### src/rtl/dmem_arbiter_pkg.sv
// dmem_arbiter_pkg: FSM state encodings, control-bus bit indices and lane-select helper
package dmem_arbiter_pkg;
  typedef enum logic {DMA_FIRST = 1'b0, DMA_SECOND = 1'b1} dma_state_e;
  localparam int MEMREAD = 0;
  localparam int MEMWRITE = 1;
  function automatic logic lane1_sel(input dma_state_e state, input logic req0);
    return (state == DMA_SECOND) || !req0;
  endfunction
endpackage

### src/rtl/dmem_arbiter_lane_mux.sv
// dmem_arbiter_lane_mux: combinational lane select onto the data-memory port
module dmem_arbiter_lane_mux #(
  parameter int ADDR_W = 10
) (
  input  logic              valid,
  input  logic              sel1,
  input  logic              we0,
  input  logic              we1,
  input  logic [31:0]       addr0,
  input  logic [31:0]       addr1,
  input  logic [31:0]       wdata0,
  input  logic [31:0]       wdata1,
  input  logic [3:0]        be0,
  input  logic [3:0]        be1,
  output logic              re,
  output logic              we,
  output logic [ADDR_W-1:0] addr,
  output logic [31:0]       wdata,
  output logic [3:0]        be
);
  logic [31:0] addr_sel;
  logic        we_sel;
  logic        unused_addr;
  assign addr_sel = sel1 ? addr1 : addr0;
  assign we_sel = sel1 ? we1 : we0;
  assign re = valid && !we_sel;
  assign we = valid && we_sel;
  assign addr = addr_sel[ADDR_W+1:2];
  assign wdata = sel1 ? wdata1 : wdata0;
  assign be = we ? (sel1 ? be1 : be0) : 4'b0000;
  assign unused_addr = ^{addr_sel[31:ADDR_W+2], addr_sel[1:0]};
endmodule

### src/rtl/dmem_arbiter.sv
// dmem_arbiter: serialises the two LSU lanes onto one data-memory port, lane 0 first
module dmem_arbiter
  import dmem_arbiter_pkg::*;
#(
  parameter int ADDR_W = 10,
  parameter int CNT_W = 16
) (
  input  logic              clock_i,
  input  logic              reset_i,
  input  logic              req0_i,
  input  logic              req1_i,
  input  logic              we0_i,
  input  logic              we1_i,
  input  logic [31:0]       addr0_i,
  input  logic [31:0]       addr1_i,
  input  logic [31:0]       wdata0_i,
  input  logic [31:0]       wdata1_i,
  input  logic [3:0]        be0_i,
  input  logic [3:0]        be1_i,
  input  logic              mem_gnt_i,
  input  logic [31:0]       mem_rdata_i,
  output logic              mem_re_o,
  output logic              mem_we_o,
  output logic [ADDR_W-1:0] mem_addr_o,
  output logic [31:0]       mem_wdata_o,
  output logic [3:0]        mem_be_o,
  output logic              mem_stall_o,
  output logic [31:0]       rdata0_o,
  output logic [31:0]       rdata1_o,
  output logic [CNT_W-1:0]  conf_cnt_o
);
  dma_state_e  state_q;
  logic        direct0_q, direct1_q, pend0_q;
  logic [31:0] hold_q0;
  logic        second, both, presented, sel1, accept, cnt_inc;
  assign second = state_q == DMA_SECOND;
  assign both = req0_i && req1_i;
  assign presented = !reset_i && (second || req0_i || req1_i);
  assign sel1 = lane1_sel(state_q, req0_i);
  assign accept = presented && mem_gnt_i;
  assign mem_stall_o = presented && (second ? !mem_gnt_i : (!mem_gnt_i || both));
  // conflict stall cycles: the lane-0 half of a dual bundle, plus any wait while lane 1 is pending
  assign cnt_inc = second ? !mem_gnt_i : (both && mem_gnt_i);
  assign rdata0_o = reset_i ? '0 : (direct0_q ? mem_rdata_i : hold_q0);
  assign rdata1_o = (reset_i || !direct1_q) ? '0 : mem_rdata_i;
  dmem_arbiter_lane_mux #(.ADDR_W(ADDR_W)) u_lane_mux (
    .valid(presented),
    .sel1(sel1),
    .we0(we0_i),
    .we1(we1_i),
    .addr0(addr0_i),
    .addr1(addr1_i),
    .wdata0(wdata0_i),
    .wdata1(wdata1_i),
    .be0(be0_i),
    .be1(be1_i),
    .re(mem_re_o),
    .we(mem_we_o),
    .addr(mem_addr_o),
    .wdata(mem_wdata_o),
    .be(mem_be_o)
  );
  always_ff @(posedge clock_i) begin
    if (reset_i) begin
      state_q <= DMA_FIRST;
      direct0_q <= 1'b0;
      direct1_q <= 1'b0;
      pend0_q <= 1'b0;
      hold_q0 <= '0;
      conf_cnt_o <= '0;
    end else begin
      state_q <= (accept && !second && both) ? DMA_SECOND : (accept ? DMA_FIRST : state_q);
      direct0_q <= accept && !sel1 && !both && !we0_i;
      pend0_q <= accept && !sel1 && both && !we0_i;
      direct1_q <= accept && sel1 && !we1_i;
      if (pend0_q) hold_q0 <= mem_rdata_i;
      if (cnt_inc && conf_cnt_o != '1) conf_cnt_o <= conf_cnt_o + CNT_W'(1);
    end
  end
endmodule

### config.mk
export PLATFORM = sky130hd
export DESIGN_NAME = dmem_arbiter
export DESIGN_NICKNAME = d
export VERILOG_FILES = /design/src/rtl/dmem_arbiter_pkg.sv /design/src/rtl/dmem_arbiter_lane_mux.sv /design/src/rtl/dmem_arbiter.sv
export SDC_FILE = /design/constraint.sdc
export NUM_CORES = 1
export LEC_CHECK = 0
export CORE_AREA = 2 2 119 121
export DETAILED_ROUTE_END_ITERATION = 7
export DIE_AREA = 0 0 121 123
export GPL_TIMING_DRIVEN = 0
export PLACE_DENSITY_LB_ADDON = 0.2
export SYNTH_ARGS = -nofsm -noshare
export SYNTH_HDL_FRONTEND = slang
export SYNTH_SLANG_ARGS = --single-unit
### constraint.sdc
create_clock -name clock_i -period 1.7 [get_ports clock_i]
set_input_delay 0.34 -clock clock_i [delete_from_list [all_inputs] [get_ports clock_i]]
set_output_delay 0.34 -clock clock_i [all_outputs]
set_load 0.05 [all_outputs]
==> Word level (Yosys, flattened, before mapping) <==
Index checks and enable logic that the tools add are counted.
{ "totals": {"ff_bits": 52, "word_cells": 53} }
{ "op_classes": {"addsub": 1, "n_eq_ne": 1, "n_mux": 12, "n_reduce_logical": 33} }
{ "ops": {"columns": ["cell", "n"], "rows": [
  ["two-way mux 32 bit", 4],
  ["logical AND 1 bit", 17],
  ["adder 16 x 1 -> 16 bit (second input constant)", 1],
  ["inequality test 16 bit (second input constant)", 1],
  ["two-way mux 12 bit", 1],
  ["logical NOT 1 bit", 10],
  ["two-way mux 4 bit", 2],
  ["logical OR 1 bit", 5],
  ["two-way mux 1 bit", 5],
  ["nonzero test 2 bit", 1]
]} }

==> Depth between registers and ports, before layout <==
Gate-level depths: netlist (run 1).
{ "logic_depth": {"ltp_word": 7, "depth_mapped": 5, "ltp_nobuf": 5} }

==> By module <==
A second synthesis (run 1) with hierarchy kept.
{ "hier_totals": {"hier_cells": 393, "hier_area_um2": 3646.0} }
{ "by_module_without_submodules": {"columns": ["mod", "n_inst", "cells_per_inst", "area_per_inst_um2", "seq_area_each_um2"], "rows": [
  ["dmem_arbiter", 1, 329, 2841.5, 1041.0],
  ["dmem_arbiter_lane_mux", 1, 64, 804.5, 0.0]
]} }

==> Worst setup path after synthesis (run 1) <==
Ideal clock, no wire load.
{ "synth_timing": {"path_type": "reg2reg", "start": "register conf_cnt_o[1]", "end": "register conf_cnt_o[13]", "arrival_time_ns": 1.986, "required_ns": 1.577, "setup_slack_ns": -0.409, "stages_incl_launch_ff": 6, "cell_sequence": "dfxtp_1 -> ha_1 -> nand4_1 -> nor3_1 -> nor4_1 -> mux2_1"} }
{ "synth_via": {"elab_chain_len": 2, "word_cells_on_any_way": 3, "classes_between": "add/sub (1); eq/ne (1); reduce/logical (1)"} }
{ "synth_rtl": {"columns": ["element", "line_no", "source"], "rows": [
  ["start: declaration", "dmem_arbiter.sv:30", "output logic [CNT_W-1:0] conf_cnt_o"],
  ["start signal: assignment", "dmem_arbiter.sv:77", "if (cnt_inc && conf_cnt_o != '1) conf_cnt_o <= conf_cnt_o + CNT_W'(1);"],
  ["branches (longest 2 deep; another with adder 16 x 1 -> 16 bit)", null, null]
]} }
Several ways; the timed one is not identified.
A chain may end at the register's enable or synchronous reset.

==> Worst setup path after layout (run 1) <==
{ "layout_timing": {"start": "register state_q (netlist: second)", "end": "output mem_re_o"} }
{ "layout_via": {"elab_chain_len": 4, "word_cells_on_any_way": 7, "classes_between": "mux (1); reduce/logical (6)"} }
{ "layout_rtl": {"columns": ["element", "line_no", "source"], "rows": [
  ["start: declaration", "dmem_arbiter.sv:32", "dma_state_e state_q;"],
  ["start signal: assignment", "dmem_arbiter.sv:72", "state_q <= (accept && !second && both) ? DMA_SECOND : (accept ? DMA_FIRST : state_q);"],
  ["logical OR 1 bit (on tied branches)", "dmem_arbiter_pkg.sv:7, dmem_arbiter.sv:38", null],
  ["two-way mux 1 bit or logical OR 1 bit (tied branches)", "dmem_arbiter_lane_mux.sv:25, dmem_arbiter.sv:38", null],
  ["logical NOT 1 bit or logical AND 1 bit (tied branches)", "dmem_arbiter_lane_mux.sv:26, dmem_arbiter.sv:38", null],
  ["logical AND 1 bit (*)", "dmem_arbiter_lane_mux.sv:26", "assign re = valid && !we_sel;"],
  ["end: declaration", "dmem_arbiter.sv:22", "output logic mem_re_o,"]
]} }
Mark *: on every way between the ends. The rest lies on a longest branch, timed or not.

==> impl_summary.txt, run 1 <==
----------------------------------------------------
[Outcome]
  Status ... complete, but fails checks
  Violations in the final reports ... negative setup slack

[Route]
  Via Count ... 4,517
  Post-DR wirelength/cell ... 16.3 um
  DRT iter0 DRCs ... about 120
  Drc violations ... 0
  Post-Route WL ... between 15,000 and 20,000 um
  Antenna violation net count after detailed routing ... 0
  Vias per inst ... 4.70
  Pre-antenna DRT Iters ... 6

[Die]
  Core footprint ... 13,600 um2
  Initial core utilization ... 0.252
  Die area ... 14,900 um2
  Number of placement rows ... 43
  Die Y ... approximately 120 um
  Count of boundary I/O pins ... 304
  Die Width ... between 100 and 150 um

[Hold path]
  Kind of path behind the tightest hold check ... in -> reg
  Hold path startpoint ... we1_i
  Worst Hold Endpoint ... direct1_q$_SDFF_PP0_
  Worst hold path stage count ... 2

[CTS]
  Cts bufs inserted ... 5
  Count of H-tree levels built during CTS ... 2
  Total number of clock tree sinks ... 52
  Maximum clock path buffer count ... 2
  TritonCTS clock tree ... yes
  Cell at the root of the clock tree ... clkbuf_16
  Clock transition at the register clock pins on the worst setup and hold paths after CTS ... 0.07 ns
  Clock latency reported for the late side of the worst-skew pair ... 0.30 ns

[Pwr]
  Reported leakage power ... ~3.5 nW
  Power per Cell Area ... 460 nW/um2
  Sequential share of power ... 0.310
  Internal ... approximately 2.6 mW
  P_sw ... 1.41 mW
  Peak VDD IR ... roughly 0.38 mV
  Relative contribution of combinational cells to total power ... 0.436
  Sw frac ... 0.353
  Fraction of power consumed by the clock network ... 0.254

[Synth]
  Number of flops mapped to enable cells by yosys ... 0
  Per-instance average area after synthesis ... 7.06 um2
  Post-synth cell types ... 36
  Most used flip-flop cell after synthesis ... dfxtp_1
  Yosys warning count ... 0
  Gate count after technology mapping ... between 400 and 500
  Seq cells post-synth ... 52
  Post-Synthesis Net Count ... 661
  Netlist Area Pre-Place ... about 3400 um2
  Fraction of the yosys area taken by sequential cells ... 0.304
  Async S/R FF share, synth ... 0

[Timing]
  Final setup skew ... 0.00932 ns
  Worst Hold Margin ... 0.437 ns
  Number of hold-slack violations in the final timing report ... 0
  Final slew viol count ... 0
  Final period demand of the worst path ... 1.83 ns
  Worst-case headroom to the max-slew limit ... 0.625
  Final setup violation count ... 73
  Setup repair after global routing missed its margin ... yes
  Transition at the pin with the smallest max-transition slack ... 0.563 ns
  Worst-case setup margin in the final layout ... -0.128 ns
  Fraction of the cycle the final worst path needs ... 1.08
  F_max ... 547 MHz

[GRT]
  Total global routing overflow ... 0
  Number of global-route vias before repair ... 4,613
  Wire length of the first global-routing pass ... between 20,000 and 25,000 um
  Met1 Use GR ... 0.235
  Routing usage on met3 ... 0.0503
  Layer carrying the most global-route usage ... met2
  Maximum number of pins on one net before global-route repair ... 17
  Antenna violations before repair ... 1
  GR met2 Demand/Resource ... 0.360
  Total track usage ... 0.198

[Layout]
  Area Overhead vs Synth ... 154%
  Footprint of the multi-input gates ... 3480 um2
  Post-route design area ... 8700 um2
  Final layout net count ... 955
  Non-Filler Instances ... 961
  Fill count ... 1,055
  Most common cell after layout, fill and taps aside ... clkdlybuf4s50_1
  Register Area ... between 1000 and 1500 um2
  Proportion of layout cells with a drive suffix above 1 ... 0.505
  Top library cells by usage in the layout, fill and taps aside ... clkdlybuf4s50_1, buf_8, nand2_1
  Core Util, Final ... 0.639

[Setup path]
  Reg2reg path depth ... 6
  Largest fanout on the critical path ... 5
  Data arrival, critical path ... 1.49 ns
  Nature of the critical path endpoint ... output pin
  Kind of start point of the critical path ... flip-flop
  Launch point of the worst reg-to-reg path ... second$_SDFFE_PP0P_
  Worst Path Required ... approximately 1.4 ns
  Category of the most critical setup path ... reg -> out
  Endpoint of the worst register-to-register path ... conf_cnt_o[6]$_SDFFE_PP0P_
  Flop-to-flop setup slack ... 0 ns

[Place]
  HPWL Detailed ... 11,000 um
  Placed cells ... 923
  Buffers added on ports ... 258
  Dpl cell area ... 6640 um2
  Post-placement worst setup slack ... -1.70 ns
  Routability congestion estimate ... roughly 0.77

[Run]
  Count of maximum capacitance violations ... 0

----------------------------------------------------
==> layout make-up <==
cell class                      count  area share
Timing Repair Buffer              292       0.392
Clock inverter                      3     0.00216
Tap cell                          180      0.0259
Multi-Input combinational cell    395       0.400
Antenna cell                        1    0.000288
Sequential cell                    52       0.124
Clock buffer                        5      0.0144
Buffer                             28      0.0390
Inverter                            5     0.00216
==> kinds of logic (layout without fill, tap and decap cells) <==
group                    after synthesis  count (layout)  share of synthesized area
AO/OA/AOI/OAI                         37              37                     0.0687
adder cells (fa/ha/maj)                1               1                    0.00365
buffers and inverters                 38             333                     0.0442
flip-flops                            52              52                      0.304
multiplexers                          67              67                      0.196
other                                  0               1                          0
AND/OR/NAND/NOR                      290             290                      0.383
==> worst max-delay path, stage by stage (launching register included) <==
cell and delay, ns:
dfxtp_4 0.36, nand2b_4 0.18, clkbuf_16 0.17, o22a_1 0.20, nor2_2 0.12, buf_6 0.17
==> per-layer routing <==
metal,up-vias,share of wire
li1,2216,-
met1,2142,0.39
met2,144,0.53
met3,15,0.063
met4,0,0.012
met5,-,0
==> repair_timing <==
action | 4_1_cts | 5_1_grt
resized for setup | 1080 | 99
endpoints found under the setup margin | 142 | 156
pin swaps | 41 | 43
cloned | 10 | 1
hold buffers | 0 | 0
setup buffers | 10 | 15
==> stage by stage <==
| stage | total power [mW] | setup TNS [ns] |
|---|---|---|
| 5_1_grt | 4.17 | -10.42 |
| 6_report | 4.00 | -5.46 |
| 4_1_cts | 4.00 | -8.66 |
| 2_1_floorplan | 1.99 | -1.73 |
| 3_5_place_dp | 2.61 | -159.44 |
| 3_3_place_gp | 2.60 | -155.24 |
==> flip-flops by register name (all words and copies together) (netlist names) <==
register / cells
direct1_q: 1
conf_cnt_o: 16
direct0_q: 1
second: 1
pend0_q: 1
hold_q0: 32
==> power by group through the flow <==
stage	Sequential, mW	Combinational (mW)	Clock [mW]
floorplan	1.27	0.721	0
global placement	1.27	1.34	0
detailed placement	1.27	1.34	0
CTS	1.24	1.70	1.06
global route	1.24	1.83	1.10
finish	1.24	1.75	1.02
==> cell usage after synthesis, types with 8 or more instances <==
library cell / count / area share
and2_1: 32 / 0.058
nor2_1: 74 / 0.081
dfxtp_1: 52 / 0.30
o31ai_1: 8 / 0.018
or4_1: 10 / 0.022
nand2_1: 140 / 0.15
mux2i_1: 65 / 0.19
clkbuf_1: 26 / 0.028
a21oi_1: 16 / 0.023
==> how the worst max path moves through the flow <==
stage | start | end | slack (ns) | depth (start not counted)
6_report | second$_SDFFE_PP0P_ | mem_re_o | -0.13 | 5
5_1_grt | second$_SDFFE_PP0P_ | mem_re_o | -0.18 | 5
4_1_cts | second$_SDFFE_PP0P_ | mem_re_o | -0.16 | 5
3_5_place_dp | req0_i | mem_wdata_o[12] | -1.70 | 7
3_3_place_gp | req0_i | mem_wdata_o[12] | -1.64 | 7
2_1_floorplan | second$_SDFFE_PP0P_ | mem_re_o | -0.20 | 4
No activity file was read; power rests on OpenSTA's default activity.
==> run 2, diff against run 1 <==
--- a/config.mk
+++ b/config.mk
@@ -6,10 +6,11 @@
 export NUM_CORES = 1
 export LEC_CHECK = 0
 export CORE_AREA = 2 2 119 121
+export CTS_CLUSTER_DIAMETER = 50
 export DETAILED_ROUTE_END_ITERATION = 7
 export DIE_AREA = 0 0 121 123
 export GPL_TIMING_DRIVEN = 0
-export PLACE_DENSITY_LB_ADDON = 0.2
+export PLACE_DENSITY = 0.7
 export SYNTH_ARGS = -nofsm -noshare
 export SYNTH_HDL_FRONTEND = slang
 export SYNTH_SLANG_ARGS = --single-unit
==> run 2 against run 1 <==
The run still ends with negative setup slack left. Cell count is 0.21% lower. Clock skew is 0.0022 ns higher. Core utilization is 0.97 points higher. Sequential share of layout area is 0.21 points lower. Largest cell class unchanged.
==> impl_summary.txt, run 2 (synthesis gave the netlist of run 1 again) <==
----------------------------------------------------
[CTS]
  Cts bufs inserted ... 5 (unchanged)
  Total number of clock tree sinks ... 52 (unchanged)
  Clock latency reported for the late side of the worst-skew pair ... 0.29 ns (about the same)
  Cell at the root of the clock tree ... clkbuf_16
  TritonCTS clock tree ... yes
  Maximum clock path buffer count ... 2 (unchanged)
  Clock transition at the register clock pins on the worst setup and hold paths after CTS ... 0.07 ns (about the same)
  Count of H-tree levels built during CTS ... 2 (unchanged)

[Timing]
  Final setup skew ... 0.0115 ns (+0.00218 ns)
  Final setup violation count ... 82 (+12%)
  Transition at the pin with the smallest max-transition slack ... 0.599 ns (+0.0369 ns)
  F_max ... 544 MHz (-0.61%)
  Number of hold-slack violations in the final timing report ... 0 (unchanged)
  Setup repair after global routing missed its margin ... yes
  Worst-case setup margin in the final layout ... -0.139 ns (-0.0113 ns)
  Final period demand of the worst path ... 1.84 ns (+0.0113 ns)
  Final slew viol count ... 0 (unchanged)
  Worst-case headroom to the max-slew limit ... 0.600 (-0.0246)
  Fraction of the cycle the final worst path needs ... 1.08 (+0.00662)

[Die]
  Die Y ... 123 um (unchanged)
  Count of boundary I/O pins ... 304 (unchanged)
  Core footprint ... 13,600 um2 (unchanged)
  Die area ... 14,900 um2 (unchanged)
  Number of placement rows ... 43 (unchanged)
  Die Width ... 121 um (unchanged)
  Initial core utilization ... 0.252 (unchanged)

[Setup path]
  Worst Path Required ... 1.36 ns (about the same)
  Category of the most critical setup path ... reg -> out
  Launch point of the worst reg-to-reg path ... second$_SDFFE_PP0P_
  Endpoint of the worst register-to-register path ... conf_cnt_o[14]$_SDFFE_PP0P_
  Flop-to-flop setup slack ... -0.04 ns (-0.04 ns)
  CP Launch Point ... second$_SDFFE_PP0P_
  Data arrival, critical path ... 1.50 ns (about the same)
  Reg2reg path depth ... 5 (-1)
  Kind of start point of the critical path ... flip-flop
  Nature of the critical path endpoint ... output pin
  Largest fanout on the critical path ... 7 (+2)

[Hold path]
  Worst hold path stage count ... 2 (unchanged)
  Hold path startpoint ... we1_i
  Worst Hold Endpoint ... direct1_q$_SDFF_PP0_
  Kind of path behind the tightest hold check ... in -> reg

[Route]
  Via Count ... 4,584 (+1.5%)
  Vias per inst ... 4.78 (+1.7%)
  DRT iter0 DRCs ... 119 (-3.3%)
  Pre-antenna DRT Iters ... 4 (-2)
  Drc violations ... 0 (unchanged)
  Antenna violation net count after detailed routing ... 0 (unchanged)
  Post-DR wirelength/cell ... 17.4 um (+6.9%)
  Post-Route WL ... 16,700 um (+6.6%)

[Layout]
  Fill count ... 1,043 (-1.1%)
  Proportion of layout cells with a drive suffix above 1 ... 0.533 (+0.0283)
  Core Util, Final ... 0.649 (+0.00974)
  Area Overhead vs Synth ... 158%
  Max FFs per register ... 32 (unchanged)
  Post-route design area ... 8840 um2 (+1.5%)
  Final layout net count ... 953 (-0.21%)
  Largest regs ... hold_q0: 32 flops, conf_cnt_o: 16 flops
  Most common cell after layout, fill and taps aside ... clkdlybuf4s50_1
  Top library cells by usage in the layout, fill and taps aside ... clkdlybuf4s50_1, buf_8, buf_6
  Largest reg by FF count ... hold_q0
  Non-Filler Instances ... 959 (-0.21%)

[Pwr]
  Peak VDD IR ... 0.346 mV (-9.8%)
  Reported leakage power ... 3.55 nW (+1.7%)
  PnR Total Power ... 4.08 mW (+2.1%)
  Power per Cell Area ... 462 nW/um2 (+0.52%)

[GRT]
  Total global routing overflow ... 0 (unchanged)
  Antenna violations before repair ... 1 (unchanged)
  Maximum number of pins on one net before global-route repair ... 18 (+1)
  Wire length of the first global-routing pass ... 23,500 um (-0.23%)
  Total track usage ... 0.196 (-0.00200)
  Number of global-route vias before repair ... 4,524 (-1.9%)

[Place]
  Dpl cell area ... 6640 um2 (unchanged)
  Buffers added on ports ... 258 (unchanged)
  Routability congestion estimate ... 0.758 (-1.5%)
  Placed cells ... 923 (unchanged)
  HPWL Detailed ... 11,100 um (+0.81%)

[Outcome]
  Status ... complete, but fails checks
  Violations in the final reports ... negative setup slack

[Run]
  Count of maximum capacitance violations ... 0 (unchanged)

----------------------------------------------------
[run 2: report_power, final]
| part | total (mW) | switching [mW] | internal (mW) |
|---|---|---|---|
| clock network | 1.02 | 0.469 | 0.549 |
| logic | 1.82 | 0.969 | 0.854 |
| registers | 1.24 | 0.0161 | 1.23 |
| total | 4.08 | 1.45 | 2.63 |
[run 2: critical path, stage by stage, from the launching register on]
cell       delay (ns)
dfxtp_4          0.37
nor2b_4          0.16
clkbuf_16        0.19
buf_12           0.11
buf_8            0.11
nand2_2          0.05
nand2_2          0.07
buf_8            0.15
[run 2: what timing repair did]
action	CTS	global route
setup buffers	12	8
hold buffers	0	0
endpoints found under the hold margin	0	0
cloned	9	5
setup endpoints to repair	142	156
pin swaps	78	46
gates resized for setup	1060	138
[run 2: worst max path at each step]
stage,endpoint,slack [ns],depth (start not counted)
floorplan,mem_re_o,-0.20,4
global placement,mem_wdata_o[3],-1.61,7
detailed placement,mem_wdata_o[3],-1.62,7
CTS,mem_addr_o[5],-0.16,7
global route,mem_wdata_o[28],-0.20,7
finish,mem_wdata_o[28],-0.14,7
[run 2: through the flow]
step / hold WS, ns / setup TNS [ns] / setup slack [ns]
after floorplan: 0.418 / -1.73 / -0.202
after global placement: 0.473 / -150.14 / -1.61
after detailed placement: 0.477 / -151.07 / -1.62
after CTS: 0.418 / -5.99 / -0.165
after global routing: 0.429 / -8.89 / -0.195
final: 0.425 / -4.74 / -0.139
[run 2: cell type report]
cell class                      count  area [um2]  area share
Sequential cell                    52        1070       0.122
Clock buffer                        5         125      0.0142
Buffer                             29         378      0.0428
Multi-Input combinational cell    395        3620       0.410
Inverter                            5        18.8     0.00212
Timing Repair Buffer              289        3370       0.382
Tap cell                          180         225      0.0255
Clock inverter                      3        21.3     0.00241
Antenna cell                        1        2.50    0.000283
[run 2: metal layers]
metal	up-vias	GRT usage	routed length (um)
met5	-	0	0
met4	0	0.0422	263
met3	19	0.0351	844
met2	163	0.355	9140
met1	2193	0.242	6440
li1	2209	-	-
==> run 3, diff against run 2 <==
--- a/config.mk
+++ b/config.mk
@@ -5,12 +5,12 @@
 export SDC_FILE = /design/constraint.sdc
 export NUM_CORES = 1
 export LEC_CHECK = 0
-export CORE_AREA = 2 2 119 121
+export CORE_AREA = 3 3 116 118
 export CTS_CLUSTER_DIAMETER = 50
 export DETAILED_ROUTE_END_ITERATION = 7
-export DIE_AREA = 0 0 121 123
+export DIE_AREA = 0 0 119 121
 export GPL_TIMING_DRIVEN = 0
-export PLACE_DENSITY = 0.7
+export PLACE_DENSITY = 0.74
 export SYNTH_ARGS = -nofsm -noshare
 export SYNTH_HDL_FRONTEND = slang
 export SYNTH_SLANG_ARGS = --single-unit
==> run 3 against run 2 <==
The flow still finishes with violations (negative setup slack). Sequential share of layout area rose by 0.74 points. Combinational power down 9%. Clock-buffer cell count rose by 2. Clock skew is 0.0016 ns lower. Maximum frequency is 1.9% higher. Core utilization is 1.3 points higher. Via count decreased by 1.3%. Sequential power about the same. Die area is 3.3% lower. First-iteration DRC count increased by 87%. Largest cell class unchanged. Highest routed layer unchanged.
==> impl_summary.txt, run 3 (synthesis gave the netlist of run 1 again) <==
----------------------------------------------------
[Layout]
  Max FFs per register ... 32 (unchanged)
  Most common cell after layout, fill and taps aside ... clkdlybuf4s50_1
  Footprint of the multi-input gates ... 3290 um2 (-9.1%)
  Proportion of layout cells with a drive suffix above 1 ... 0.476 (-0.0579)
  Register Area ... 1070 um2 (unchanged)
  Largest reg by FF count ... hold_q0
  Number of antenna repair diodes ... 0 (-1)
  Final layout net count ... 951 (-0.21%)
  Fill count ... 955 (-8.4%)
  Top library cells by usage in the layout, fill and taps aside ... clkdlybuf4s50_1, nand2_1, buf_8
  Post-route design area ... 8330 um2 (-5.7%)
  Non-Filler Instances ... 948 (-1.1%)
  Largest regs ... hold_q0: 32 flops, conf_cnt_o: 16 flops
  Area Overhead vs Synth ... 143%

[CTS]
  Clock transition at the register clock pins on the worst setup and hold paths after CTS ... 0.06 ns (about the same)
  Cell at the root of the clock tree ... clkbuf_16
  Count of H-tree levels built during CTS ... 2 (unchanged)
  Clock latency reported for the late side of the worst-skew pair ... 0.29 ns (about the same)
  Post-cts hold buffer count ... 0 (unchanged)
  Cts bufs inserted ... 5 (unchanged)
  TritonCTS clock tree ... yes
  Maximum clock path buffer count ... 2 (unchanged)
  Total number of clock tree sinks ... 52 (unchanged)

[Die]
  Die Width ... 119 um (-1.7%)
  Die Y ... 121 um (-1.6%)
  Die area ... 14,400 um2 (-3.3%)
  Number of placement rows ... 41 (-4.7%)
  Count of boundary I/O pins ... 304 (unchanged)
  Initial core utilization ... 0.273 (+0.0209)
  Core footprint ... 12,600 um2 (-7.7%)

[Setup path]
  Kind of start point of the critical path ... flip-flop
  Nature of the critical path endpoint ... output pin
  Cell family with the largest share of critical-path delay ... buffers and inverters
  Largest fanout on the critical path ... 5 (-2)
  Category of the most critical setup path ... reg -> out
  Crit-path max cell delay ... 0.37 ns (about the same)
  Worst Path Required ... 1.36 ns (about the same)
  List of cells traversed by the critical path ... nor2b_4 -> clkbuf_8 -> buf_6 -> nand2_4 -> a21oi_4 -> buf_8
  CP Buf/Inv Count ... 3 (-1)
  Data arrival, critical path ... 1.46 ns (-0.04 ns)
  Slowest cell on the critical path ... dfxtp_4

[Route]
  Pre-antenna DRT Iters ... 4 (unchanged)
  Met2 layer wire length in the routed design ... 8560 um (-6.4%)
  Top metal layer carrying routed signals ... met4
  Post-Route WL ... 16,100 um (-3.6%)
  Drc violations ... 0 (unchanged)
  DRT iter0 DRCs ... 223 (+87%)
  Antenna violation net count after detailed routing ... 0 (unchanged)
  Post-DR wirelength/cell ... 17.0 um (-2.5%)
  Vias per inst ... 4.77 (-0.16%)
  Via Count ... 4,524 (-1.3%)
  Met3 WL ... 898 um (+6.4%)
  Length of routed wiring on met1 ... 6450 um (+0.19%)

[Timing]
  Final slew viol count ... 0 (unchanged)
  Worst-case headroom to the max-slew limit ... 0.569 (-0.0318)
  Fraction of the cycle the final worst path needs ... 1.06 (-0.0204)
  Transition at the pin with the smallest max-transition slack ... 0.647 ns (+0.0477 ns)
  F_max ... 554 MHz (+1.9%)
  Final setup violation count ... 71 (-13%)
  Final setup skew ... 0.00992 ns (-0.00159 ns)
  Number of hold-slack violations in the final timing report ... 0 (unchanged)
  Worst-case setup margin in the final layout ... -0.104 ns (+0.0348 ns)
  Setup repair after global routing missed its margin ... yes
  Final period demand of the worst path ... 1.80 ns (-0.0348 ns)

[GRT]
  Number of global-route vias before repair ... 4,529 (+0.11%)
  Total track usage ... 0.198 (+0.00274)
  Wire length of the first global-routing pass ... 23,500 um (about the same)
  Antenna violations before repair ... 0 (-1)
  Total global routing overflow ... 0 (unchanged)
  Maximum number of pins on one net before global-route repair ... 16 (-2)

[Pwr]
  Power per Cell Area ... 472 nW/um2 (+2.2%)
  Peak VDD IR ... 0.433 mV (+25%)
  Reported leakage power ... 3.29 nW (-7.4%)

[Outcome]
  Violations in the final reports ... negative setup slack
  Status ... complete, but fails checks

[Run]
  Count of maximum capacitance violations ... 0 (unchanged)

[Place]
  Placed cells ... 915 (-0.87%)
  Buffers added on ports ... 258 (unchanged)
  Routability congestion estimate ... 0.816 (+7.7%)
  HPWL Detailed ... 11,100 um (+0.51%)
  Post-placement worst setup slack ... -1.68 ns (-0.0591 ns)
  Dpl cell area ... 6630 um2 (-0.15%)

[Hold path]
  Kind of path behind the tightest hold check ... in -> reg

----------------------------------------------------
-- run 3: layout make-up --
cell class,instances,area share
flip-flops and latches,52,0.129
multi-input cells,395,0.395
plain buffers,31,0.0440
inverters,5,0.00225
well taps,172,0.0258
repair buffers,285,0.386
clock inverters,1,0.000751
clock buffers,7,0.0171
-- run 3: per-stage QoR --
| step | utilization | hold WS [ns] | TNS [ns] | power, mW |
|---|---|---|---|---|
| 3_3_place_gp | 0.528 | 0.472 | -146.56 | 2.60 |
| 2_1_floorplan | - | 0.418 | -1.73 | 1.99 |
| 4_1_cts | 0.621 | 0.411 | -4.62 | 3.87 |
| 3_5_place_dp | 0.528 | 0.482 | -151.27 | 2.61 |
| 5_1_grt | 0.663 | 0.420 | -8.41 | 4.11 |
| 6_report | 0.663 | 0.423 | -3.37 | 3.93 |
-- run 3: final timing paths --
kind | start | end | slack (ns) | cells after the start
worst max-delay path | second$_SDFFE_PP0P_ | mem_be_o[2] | -0.10 | 6
worst min-delay path | we1_i | direct1_q$_SDFF_PP0_ | 0.42 | 2
worst max register to register | second$_SDFFE_PP0P_ | conf_cnt_o[6]$_SDFFE_PP0P_ | 0.01 | 5
worst min register to register | conf_cnt_o[14]$_SDFFE_PP0P_ | conf_cnt_o[14]$_SDFFE_PP0P_ | 0.49 | 2
-- run 3: worst reg2reg max path, cell delays in order, from the launching register on --
cell and delay (ns):
dfxtp_4 0.37, and4b_2 0.35, o2111ai_4 0.14, buf_6 0.17
or4_4 0.47, a21oi_2 0.13
-- run 3: repair_timing --
| action | 4_1_cts | 5_1_grt |
|---|---|---|
| setup endpoints to repair | 143 | 156 |
| setup buffers | 14 | 6 |
| hold endpoints to repair | 0 | 0 |
| resized for setup | 950 | 142 |
| gates cloned | 5 | 4 |
| pin swaps | 9 | 17 |
-- run 3: routing by layer --
layer	vias up	GRT usage
li1	2208	-
met1	2140	0.239
met2	162	0.362
met3	14	0.0490
met4	0	0.0340
met5	-	0
-- run 3: power breakdown --
group / internal, mW / leakage, nW / total [mW] / switching (mW)
sequential: 1.23 / 0.430 / 1.24 / 0.0157
clock: 0.589 / 0.0744 / 1.03 / 0.439
combinational: 0.774 / 2.78 / 1.66 / 0.888
